===== config.mk =====
export PLATFORM = sky130hd
export DESIGN_NAME = apb_bridge_top
export DESIGN_NICKNAME = d
export VERILOG_FILES = /design/src/rtl/apb_bridge_pkg.sv /design/src/rtl/apb_bridge_decode.sv /design/src/rtl/apb_bridge_top.sv
export SDC_FILE = /design/constraint.sdc
export NUM_CORES = 1
export LEC_CHECK = 0
export ABC_AREA = 1
export CORE_AREA = 2 2 641 643
export DETAILED_ROUTE_END_ITERATION = 8
export DIE_AREA = 0 0 643 645
export GPL_ROUTABILITY_DRIVEN = 0
export PLACE_DENSITY = 0.3
export REMOVE_ABC_BUFFERS = 1
export SYNTH_ARGS = -nofsm -noshare
export SYNTH_HDL_FRONTEND = slang
export SYNTH_SLANG_ARGS = --single-unit

===== constraint.sdc =====
create_clock -name sys_clk -period 3.8 [get_ports sys_clk]
set_input_delay 0.57 -clock sys_clk [delete_from_list [all_inputs] [get_ports sys_clk]]
set_output_delay 0.57 -clock sys_clk [all_outputs]
set_load 0.03 [all_outputs]

===== src/rtl/apb_bridge_pkg.sv =====
// Shared types and constants for the host-to-APB bridge.
// Address map: [27:24] peripheral select, [23:0] APB offset.
package apb_bridge_pkg;

    localparam int ADDR_W     = 32;
    localparam int DATA_W     = 32;
    localparam int STRB_W     = DATA_W / 8;
    localparam int NUM_PERIPH = 16;
    localparam int PADDR_W    = 24;
    localparam int SEL_LSB    = 24;
    localparam int SEL_W      = 4;

    typedef enum logic [1:0] {
        IDLE,
        SETUP,
        ACCESS,
        DONE
    } state_t;

    typedef struct packed {
        logic [SEL_W-1:0]   sel;
        logic [PADDR_W-1:0] paddr;
        logic               pwrite;
        logic [STRB_W-1:0]  pstrb;
        logic [DATA_W-1:0]  pwdata;
    } apb_req_t;

endpackage


===== src/rtl/apb_bridge_decode.sv =====
// Peripheral select decode and return-path mux for the APB bridge.
// One-hot is built from the incoming address; the mux uses the latched select.
import apb_bridge_pkg::*;

module apb_bridge_decode (
    input  logic [SEL_W-1:0]                   req_sel,
    input  logic [SEL_W-1:0]                   cur_sel,
    input  logic [NUM_PERIPH-1:0][DATA_W-1:0]  prdata,
    input  logic [NUM_PERIPH-1:0]              pready,
    output logic [NUM_PERIPH-1:0]              req_onehot,
    output logic [DATA_W-1:0]                  sel_prdata,
    output logic                               sel_pready
);

    always_comb begin
        req_onehot          = '0;
        req_onehot[req_sel] = 1'b1;
    end

    assign sel_prdata = prdata[cur_sel];
    assign sel_pready = pready[cur_sel];

endmodule


===== src/rtl/apb_bridge_top.sv =====
// Host valid/ready to 16-port APB master bridge.
// One APB transfer per host request; all outputs come straight from flops.
import apb_bridge_pkg::*;

module apb_bridge_top (
    input  logic                               sys_clk,
    input  logic                               rst,
    input  logic                               host_valid,
    output logic                               host_ready,
    input  logic [ADDR_W-1:0]                  host_addr,
    input  logic [DATA_W-1:0]                  host_wdata,
    input  logic [STRB_W-1:0]                  host_wstrb,
    output logic [DATA_W-1:0]                  host_rdata,
    output logic [NUM_PERIPH-1:0][PADDR_W-1:0] apb_paddr,
    output logic [NUM_PERIPH-1:0]              apb_pwrite,
    output logic [NUM_PERIPH-1:0]              apb_psel,
    output logic [NUM_PERIPH-1:0]              apb_penable,
    output logic [NUM_PERIPH-1:0][STRB_W-1:0]  apb_pstrb,
    output logic [NUM_PERIPH-1:0][DATA_W-1:0]  apb_pwdata,
    input  logic [NUM_PERIPH-1:0][DATA_W-1:0]  apb_prdata,
    input  logic [NUM_PERIPH-1:0]              apb_pready,
    input  logic [NUM_PERIPH-1:0]              apb_pslverr
);

    state_t                  state_q, state_d;
    apb_req_t                req_q, req_d;
    logic [NUM_PERIPH-1:0]   psel_q, psel_d;
    logic [NUM_PERIPH-1:0]   penable_q, penable_d;
    logic                    ready_q, ready_d;
    logic [DATA_W-1:0]       rdata_q, rdata_d;

    logic [NUM_PERIPH-1:0]   req_onehot;
    logic [DATA_W-1:0]       sel_prdata;
    logic                    sel_pready;

    // Slave errors are not reported to the host; top address bits alias.
    logic unused_inputs;
    assign unused_inputs = ^{apb_pslverr, host_addr[ADDR_W-1:SEL_LSB+SEL_W]};

    apb_bridge_decode u_decode (
        .req_sel    (host_addr[SEL_LSB +: SEL_W]),
        .cur_sel    (req_q.sel),
        .prdata     (apb_prdata),
        .pready     (apb_pready),
        .req_onehot (req_onehot),
        .sel_prdata (sel_prdata),
        .sel_pready (sel_pready)
    );

    always_ff @(posedge sys_clk or posedge rst) begin
        if (rst) begin
            state_q   <= IDLE;
            req_q     <= '0;
            psel_q    <= '0;
            penable_q <= '0;
            ready_q   <= 1'b0;
            rdata_q   <= '0;
        end else begin
            state_q   <= state_d;
            req_q     <= req_d;
            psel_q    <= psel_d;
            penable_q <= penable_d;
            ready_q   <= ready_d;
            rdata_q   <= rdata_d;
        end
    end

    always_comb begin
        state_d   = state_q;
        req_d     = req_q;
        psel_d    = psel_q;
        penable_d = penable_q;
        ready_d   = 1'b0;
        rdata_d   = rdata_q;
        unique case (state_q)
            IDLE: begin
                if (host_valid) begin
                    req_d.sel    = host_addr[SEL_LSB +: SEL_W];
                    req_d.paddr  = host_addr[PADDR_W-1:0];
                    req_d.pwrite = |host_wstrb;
                    req_d.pstrb  = host_wstrb;
                    req_d.pwdata = host_wdata;
                    psel_d       = req_onehot;
                    state_d      = SETUP;
                end
            end
            SETUP: begin
                penable_d = psel_q;
                state_d   = ACCESS;
            end
            ACCESS: begin
                if (sel_pready) begin
                    psel_d    = '0;
                    penable_d = '0;
                    ready_d   = 1'b1;
                    rdata_d   = req_q.pwrite ? '0 : sel_prdata;
                    state_d   = DONE;
                end
            end
            DONE: begin
                state_d = IDLE;
            end
            default: begin
                state_d = IDLE;
            end
        endcase
    end

    assign host_ready  = ready_q;
    assign host_rdata  = rdata_q;
    assign apb_psel    = psel_q;
    assign apb_penable = penable_q;

    // Address/data are broadcast; only PSEL distinguishes the target.
    always_comb begin
        for (int p = 0; p < NUM_PERIPH; p++) begin
            apb_paddr[p]  = req_q.paddr;
            apb_pwrite[p] = req_q.pwrite;
            apb_pstrb[p]  = req_q.pstrb;
            apb_pwdata[p] = req_q.pwdata;
        end
    end

endmodule


==> qor.yml <==
run_status:
  status: "complete, no violations"
placed_design:
  placed_area_mm2: 0.0335
  port_buffers: 1635
  dp_slack_ns: 0.601
  dp_cells: 8614
  hpwl_um: 141000
clock_tree:
  cts.clk_slew.worst_paths_ns: 0.11
  cts_buffers: 21
  clockRootBuffer: "clkbuf_16"
  clkLatencyLatePin_ns: 0.59
  cts_setup_buffers: 0
  cts_hold_buf: 0
  cts_tree: "built"
  htree_num_levels: 4
  clk_path_buf_depth: 3
  cts_resized: 0
  cts_sinks: 132
cells_and_area:
  layout-drive-gt1-share_pct: 6.79
  stdcell_count: 8768
  fill_cells: 48100
  nets: 3803
  fin_area_mm2: 0.0345
  area_growth_pct: 93.9
  utilization_pct: 8.44
timing:
  tns_ns: 0
  rsz0062_at_grt: "false"
  max_freq_mhz: 315
  hold_violations: 0
  finClkSkew_ns: 0.0225
  setup_viol: 0
  whs_ns: 0.386
  setup_ws_ns: 0.622
  worstMarginPinSlew_ns: 1.19
  timing.final.crit_period_ns: 3.18
  slew_violations: 0
  relSlewSlack_pct: 20.9
  fin_crit_sh_pct: 83.6
routing:
  drt_iter0_markers: 1097
  drc: 0
  vias: 18900
  wirelength_um: 168000
  first_pass_iters: 5
  vias_per_cell: 2.15
  wl_per_cell_um: 19.1
  drtAntennaViolNets: 0
synth:
  synth_commonest_cells: "989 x buf_4, 461 x nor2_1, 246 x o21ai_0, 242 x nand2_1, 171 x nand3_1"
  async_reset_ff_share_pct: 100
  ys_warn_count: 0
  syn_area_per_cell_um2: 6.88
  synth_top_cell_area_share_pct: 41.8
  synth-edff-count: 0
  synthCells: 2582
  synth_xor_area_share_pct: 0
  yosys.area.top_type: "buf_4"
  syn-cell-area_mm2: 0.0178
  synth_top_family_by_area: "buffers and inverters"
  seq_area_frac_synth_pct: 18.6
  synth_mux_area_share_pct: 3.74
  ys_types: 27
  synth_simple_gate_area_share_pct: 22.8
  synth_fa_ha_area_share_pct: 0.141
  synth_compound_area_share_pct: 8.95
  synthTopCellsByArea: "buf_4 42%, dfrtp_1 19%, nor2_1 9.7%, o21ai_0 6.9%, nand2_1 5.1%"
  synth_most_common_cell: "buf_4"
  ys_ff_latch: 132
  synth_ff_type: "dfrtp_1"
global_route:
  antenna_found_initial: 75
  grtUsageTotal_pct: 7.67
  grt.overflow.total: 0
  grt_pass1_vias: 19300
  grt_pass1_wl_um: 207000
  grt_max_degree: 111
die:
  coreArea_mm2: 0.408
  ios: 1656
  die-height_um: 645
  rows: 235
  initial_core_util_pct: 4.36
  die-width_um: 643
  die_area_mm2: 0.415
power_and_ir_drop:
  p_leak_nw: 11.5
  ir_drop_mv: 0.675
  power.density_mw_per_mm2: 1120
  total_power_mw: 38.6
worst_setup_path:
  crit_family: "flip-flops"
  startpoint_type: "flop"
  crit_chain: "clkdlybuf4s50_1"
  crit_type: "reg2out"
  slowest_stage: "dfrtp_1"
  required_ns: 3.23
  cp_data_arrival_time_ns: 2.61
  worst-path-buf-inv: 1
  end_kind: "output port"
  slowest_delay_ns: 1.10
  crit_fanout: 17
flow_run:
  drv_cap: 0
hold_path:
  hold_class: "in2async"
## cells by family after synthesis
family	Yosys count
compound gates	302
fa+ha+maj	2
buf+inv	1147
flops	132
mux	59
simple gates	940
## state kept, by name, summed over array words and instances, names as in the netlist
register and flops:
apb_psel 16, req_q 4, host_rdata 32, apb_pstrb 4, host_ready 1, apb_paddr 24, apb_pwrite 1, apb_penable 16
state_q 2, apb_pwdata 32
## report_power, final
group | switching (mW) | total, mW | internal, mW
Combinational | 20.2 | 31.7 | 11.5
Clock | 1.09 | 2.24 | 1.15
Sequential | 2.69 | 4.68 | 1.99
## path summary, 6_finish.rpt
kind                                             start                           to  slack (ns)  cells after the start
hold / removal                                     rst    apb_pwdata[3]$_DFFE_PP0P_        0.39                      2
max in group asynchronous                          rst    apb_pwdata[8]$_DFFE_PP0P_        2.41                      3
setup reg to reg                 req_q[61]$_DFFE_PP0P_   host_rdata[12]$_DFFE_PP0P_        0.87                      8
hold reg to reg            apb_penable[10]$_DFFE_PP0P_  apb_penable[10]$_DFFE_PP0P_        0.48                      2
min in group sys_clk       apb_penable[10]$_DFFE_PP0P_  apb_penable[10]$_DFFE_PP0P_        0.48                      2
setup / recovery            apb_pwdata[19]$_DFFE_PP0P_              apb_pwdata[115]        0.62                      1
## area by class of cell
cell class	instances	area, um^2	area share (%)
Antenna cell	121	303	0.879
Clock buffer	28	582	1.69
Clock inverter	5	55.1	0.160
Inverter	36	161	0.468
Multi-Input combinational cell	1303	6330	18.4
Sequential cell	132	3330	9.68
Tap cell	5451	6820	19.8
Timing Repair Buffer	1692	16900	48.9
## worst register-to-register path, stage by stage (launching register included)
cell	delay (ns)
dfrtp_4	0.60
inv_8	0.38
buf_12	0.46
nor2_1	0.18
o211ai_1	0.25
nand2_1	0.20
a21oi_1	0.58
nand3_2	0.15
nand2_1	0.08
## placed cells by master, fill, tap and decap left out, types with 21 or more instances in the layout
| master | synthesis | layout |
|---|---|---|
| diode_2 | 0 | 121 |
| inv_1 | 34 | 29 |
| clkdlybuf4s50_1 | 0 | 1634 |
| nand2_1 | 242 | 241 |
| clkbuf_16 | 0 | 21 |
| buf_4 | 989 | 52 |
| dfrtp_1 | 132 | 115 |
| nand3_1 | 171 | 171 |
| nor2_1 | 461 | 461 |
| o21ai_0 | 246 | 245 |
| o22ai_1 | 26 | 26 |
| mux2_2 | 59 | 59 |
| nand3_2 | 33 | 33 |
## routing by layer
metal | part of all wire [%] | global-route usage (%) | vias up
li1 | - | - | 8639
met1 | 37 | 8.14 | 9038
met2 | 50 | 13.5 | 1018
met3 | 7.6 | 2.65 | 150
met4 | 4.5 | 3.63 | 28
met5 | 0.12 | 0 | -
Power figures use the tool's default switching activity.
